**src/rtl/truth_table_capture.sv**
```systemverilog
// Sweeps every input combination of a small combinational function, samples its
// output and assembles the truth table plus its maxterm count. Optional
// expected-table comparison is built when EXPECT_CHECK_EN is defined.
module truth_table_capture #(
    parameter int N_INPUTS      = 4,
    parameter int SETTLE_CYCLES = 1
) (
    input  logic                     clk,
    input  logic                     reset,
    input  logic                     start,
    output logic [N_INPUTS-1:0]      drive,
    input  logic                     s_in,
    output logic                     busy,
    output logic                     done,
    output logic [(2**N_INPUTS)-1:0] table_out,
    output logic [N_INPUTS:0]        maxterm_cnt
`ifdef EXPECT_CHECK_EN
    ,
    input  logic [(2**N_INPUTS)-1:0] exp_table,
    output logic                     match,
    output logic [N_INPUTS-1:0]      first_bad
`endif
);

    localparam int TW = 2**N_INPUTS;
    localparam int CW = (SETTLE_CYCLES > 1) ? $clog2(SETTLE_CYCLES) : 1;
    localparam logic [CW-1:0]       CNT_LAST = CW'(SETTLE_CYCLES - 1);
    localparam logic [N_INPUTS-1:0] IDX_LAST = '1;

    typedef enum logic [1:0] {
        IDLE   = 2'd0,
        SETTLE = 2'd1,
        SAMPLE = 2'd2,
        DONE   = 2'd3
    } state_t;

    state_t              state;
    state_t              state_nxt;
    logic [N_INPUTS-1:0] idx;
    logic [CW-1:0]       cnt;
    logic [TW-1:0]       table_nxt;

    // Table as it will look once the current sample is written; also feeds the
    // compare so match/first_bad are valid in the same cycle as done.
    always_comb begin
        table_nxt      = table_out;
        table_nxt[idx] = s_in;
    end

    always_comb begin
        state_nxt = state;
        busy      = 1'b1;
        done      = 1'b0;
        drive     = idx;
        case (state)
            IDLE: begin
                busy  = 1'b0;
                drive = '0;
                if (start) state_nxt = SETTLE;
            end
            SETTLE: begin
                if (cnt == CNT_LAST) state_nxt = SAMPLE;
            end
            SAMPLE: begin
                state_nxt = (idx == IDX_LAST) ? DONE : SETTLE;
            end
            DONE: begin
                done      = 1'b1;
                drive     = IDX_LAST;
                state_nxt = IDLE;
            end
            default: state_nxt = IDLE;
        endcase
    end

`ifdef EXPECT_CHECK_EN
    logic [TW-1:0]       diff;
    logic [N_INPUTS-1:0] bad_idx;

    always_comb begin
        diff    = table_nxt ^ exp_table;
        bad_idx = '0;
        for (int i = TW - 1; i >= 0; i--) begin
            if (diff[i]) bad_idx = N_INPUTS'(i);
        end
    end
`endif

    always_ff @(posedge clk) begin
        if (reset) begin
            state       <= IDLE;
            idx         <= '0;
            cnt         <= '0;
            table_out   <= '0;
            maxterm_cnt <= '0;
`ifdef EXPECT_CHECK_EN
            match       <= 1'b0;
            first_bad   <= '0;
`endif
        end else begin
            state <= state_nxt;
            case (state)
                IDLE: begin
                    if (start) begin
                        idx         <= '0;
                        cnt         <= '0;
                        table_out   <= '0;
                        maxterm_cnt <= '0;
`ifdef EXPECT_CHECK_EN
                        match       <= 1'b0;
                        first_bad   <= '0;
`endif
                    end
                end
                SETTLE: cnt <= cnt + 1'b1;
                SAMPLE: begin
                    table_out   <= table_nxt;
                    maxterm_cnt <= maxterm_cnt + {{N_INPUTS{1'b0}}, ~s_in};
                    if (idx != IDX_LAST) begin
                        idx <= idx + 1'b1;
                        cnt <= '0;
                    end
`ifdef EXPECT_CHECK_EN
                    else begin
                        match     <= (diff == '0);
                        first_bad <= bad_idx;
                    end
`endif
                end
                default: ;
            endcase
        end
    end

endmodule
```
**config.mk**
```make
export PLATFORM = sky130hd
export DESIGN_NAME = truth_table_capture
export DESIGN_NICKNAME = d
export VERILOG_FILES = /design/src/rtl/truth_table_capture.sv
export SDC_FILE = /design/constraint.sdc
export NUM_CORES = 1
export LEC_CHECK = 0
export CORE_MARGIN = 4
export CORE_UTILIZATION = 54
export CTS_BUF_LIST = sky130_fd_sc_hd__clkbuf_4 sky130_fd_sc_hd__clkbuf_8 sky130_fd_sc_hd__clkbuf_16
export DETAILED_ROUTE_END_ITERATION = 6
export GPL_TIMING_DRIVEN = 0
export PLACE_DENSITY_LB_ADDON = 0.08
export SLEW_MARGIN = 0
export SYNTH_ARGS = -nofsm -noshare
export SYNTH_HDL_FRONTEND = slang
export SYNTH_SLANG_ARGS = --single-unit
export TNS_END_PERCENT = 100
```
**constraint.sdc**
```tcl
create_clock -name clk -period 5.1 [get_ports clk]
set_clock_uncertainty 0.2 [all_clocks]
set_input_delay 1.53 -clock clk [delete_from_list [all_inputs] [get_ports clk]]
set_output_delay 1.53 -clock clk [all_outputs]
set_load 0.05 [all_outputs]
```
==> qor.csv <==
metric,value,unit
unique cell type count in the Yosys netlist,32,
Via density,6.09,
fin crit share,80.1,%
Chip Height,60.0,um
GP Congestion,0.840,
total power,0.000534,W
clock latency on the worst-skew pair,0.34,ns
first-pass GRT wire length,5920,um
CP cell instances,inv_1 > ha_1 > nand2b_1 > nand2_1 > clkdlybuf4s50_1,
via count,1383,
Row Count,18,
required time worst endpoint,3.37,ns
Hold Crit Class,reg -> reg,
Post-synth EDFFs,0,
cell taking the most area after synthesis,dfxtp_1,
Static Leak,0.776,nW
syn_nets,179,
Post-Syn Area per Cell,8.92,sq um
total of flip-flops plus latches after synthesis,28,
count of pins over their slew limit,0,
final instance area,1840,sq um
share of cells above drive strength 1,7.61,%
"Top FF cell, synth",dfxtp_1,
Worst Path Arrival,2.35,ns
Remaining DRCs,0,
Area contributors post-synth,"dfxtp_1 38%, mux2i_1 11%, nand3_1 11%",
fmax,0.245,GHz
root buffer cell,clkbuf_4,
setup tns final,0,ns
Diodes inserted,0,
"count leader, synth",nand3_1,
most frequent cells after synthesis,"32 x nand3_1, 28 x dfxtp_1, 16 x mux2i_1",
reg2reg end,table_out[5],
Min-Delay Startpoint,table_out[5],
port bufs,29,
post-synth top area share,38.3,%
Fill cells,200,
Pre-antenna DRT Iters,5,
die footprint,3610,sq um
initial antenna violation count,0,
Synth Cell Area,1460,sq um
CTS Buf Count,3,
post-DP HPWL,2490,um
Worst setup EP type,primary output,
endpoints failing setup,0,
post-cts gate resize count,0,
Final Hold Fails,0,
asr flop ratio synth,0,%
Worst Tran Pin Value,0.500,ns
Total Wirelength,3420,um
GRT Util Overall,20.9,%
area of the core,2520,sq um
status,"complete, no violations",
Starting Density,58.0,%
Starting DRT DRC Count,43,
clock sink total,28,
number of max-cap violations,0,
Power Density,290,nW/um^2
Critical Path Start Type,register,
sequential element share of the synthesized area,38.3,%
Synth Instances,164,
"Max stage delay cell, worst path",clkdlybuf4s50_1,
Max clock buf depth,2,
Clock Pin Slew Worst Setup and Hold Paths,0.16,ns
Synthesis Warnings,0,
Worst Hold Depth,2,
H-tree depth,1,
cts hold-fix bufs,0,
Die Span X,60.0,um
reg-to-reg startpoint,state[0],
grt ovf,0,
WHS Endpoint,table_out[5],
CP max stage delay,0.80,ns
Layout area overhead,26.0,%
Post-CTS Repair Setup Buffers,0,
setup repair after global routing missed its margin,false,
vias in the first global route,1332,
DP Area,1790,sq um
io pins,31,
largest net degree at the start of global routing,17,
CTS tree,yes,
nets,213,
Tmin final,4.08,ns
Max Fanout on Critical Path,5,
flop-to-flop setup slack,3.04,ns
CP Launch Point,state[0],
wire per inst,15.1,um
worst r2r path cells,7,
antenna-violating nets left,0,
Worst VDD drop,0.000313,V
critical path class,reg -> out,
slew margin rel.,66.6,%
[metal layers]
metal | wire, um | GRT usage (%) | vias up
li1 | - | - | 658
met1 | 1620 | 29.8 | 671
met2 | 1580 | 32.6 | 52
met3 | 189 | 2.81 | 2
met4 | 19 | 6.33 | 0
met5 | 0 | 0 | -
[layout by cell type (no fill, tap or decap), types with 2 or more instances in the layout]
| master | instances |
|---|---|
| nand2_1 | 10 |
| nand4_1 | 5 |
| clkbuf_4 | 3 |
| buf_4 | 3 |
| mux2i_1 | 16 |
| o21ai_0 | 6 |
| nor3_1 | 2 |
| buf_2 | 6 |
| or3_1 | 3 |
| a32oi_1 | 2 |
| inv_1 | 7 |
| a21oi_1 | 7 |
| nand3_1 | 32 |
| ha_1 | 11 |
| nand3b_1 | 2 |
| nor2b_1 | 3 |
| nor2_1 | 4 |
| nand2b_1 | 3 |
| clkdlybuf4s50_1 | 29 |
| dfxtp_1 | 28 |
[cells by family after synthesis]
group           count (synthesis)  share of synthesized area [%]
mux                            17                           12.0
flops                          28                           38.3
fa+ha+maj                      11                           9.41
compound gates                 23                           10.1
simple gates                   67                           23.8
buf+inv                        18                           6.42
[power breakdown]
group	internal (W)	switching, W	total [W]
combinational	0.0000521	0.0000983	0.000150
clock	0.0000795	0.0000699	0.000149
sequential	0.000225	0.00000871	0.000234
total	0.000357	0.000177	0.000534
[area by class of cell]
class                   count  area [sq um]  area share, %
inverters                   8          30.0           1.63
clock buffers               3          22.5           1.22
flip-flops and latches     28           561           30.4
repair buffers             29           290           15.8
clock inverters             1          30.0           1.63
well taps                  30          37.5           2.04
multi-input cells         118           808           43.9
plain buffers              10          63.8           3.46
[state kept, by name (all words and copies together), names as in the netlist]
name         cells
cnt              1
idx              4
maxterm_cnt      5
state            2
table_out       16
[how the worst max path moves through the flow]
stage	endpoint	slack, ns	cells past startpoint
floorplan	drive[0]	1.92	3
global placement	drive[0]	1.49	5
detailed placement	drive[0]	1.43	5
CTS	drive[0]	1.03	5
global route	drive[1]	0.88	5
finish	drive[0]	1.02	5
[per-stage QoR]
step                utilization [%]  setup slack (ns)  instances  hold slack (ns)
floorplan                         -              1.92        164            0.281
global placement               71.0              1.49        223            0.258
detailed placement             71.0              1.43        223            0.269
CTS                            73.1              1.03        227            0.292
global route                   73.1             0.878        227            0.314
finish                         73.1              1.02        227            0.287
[worst max-delay path, delay by kind of cell (launching register included)]
family / cells / cell delay [ns]
buffers and inverters: 2 / 0.91
flip-flops: 1 / 0.45
adder cells (fa/ha/maj): 1 / 0.36
AND/OR/NAND/NOR: 2 / 0.29
No activity file was read; power rests on OpenSTA's default activity.
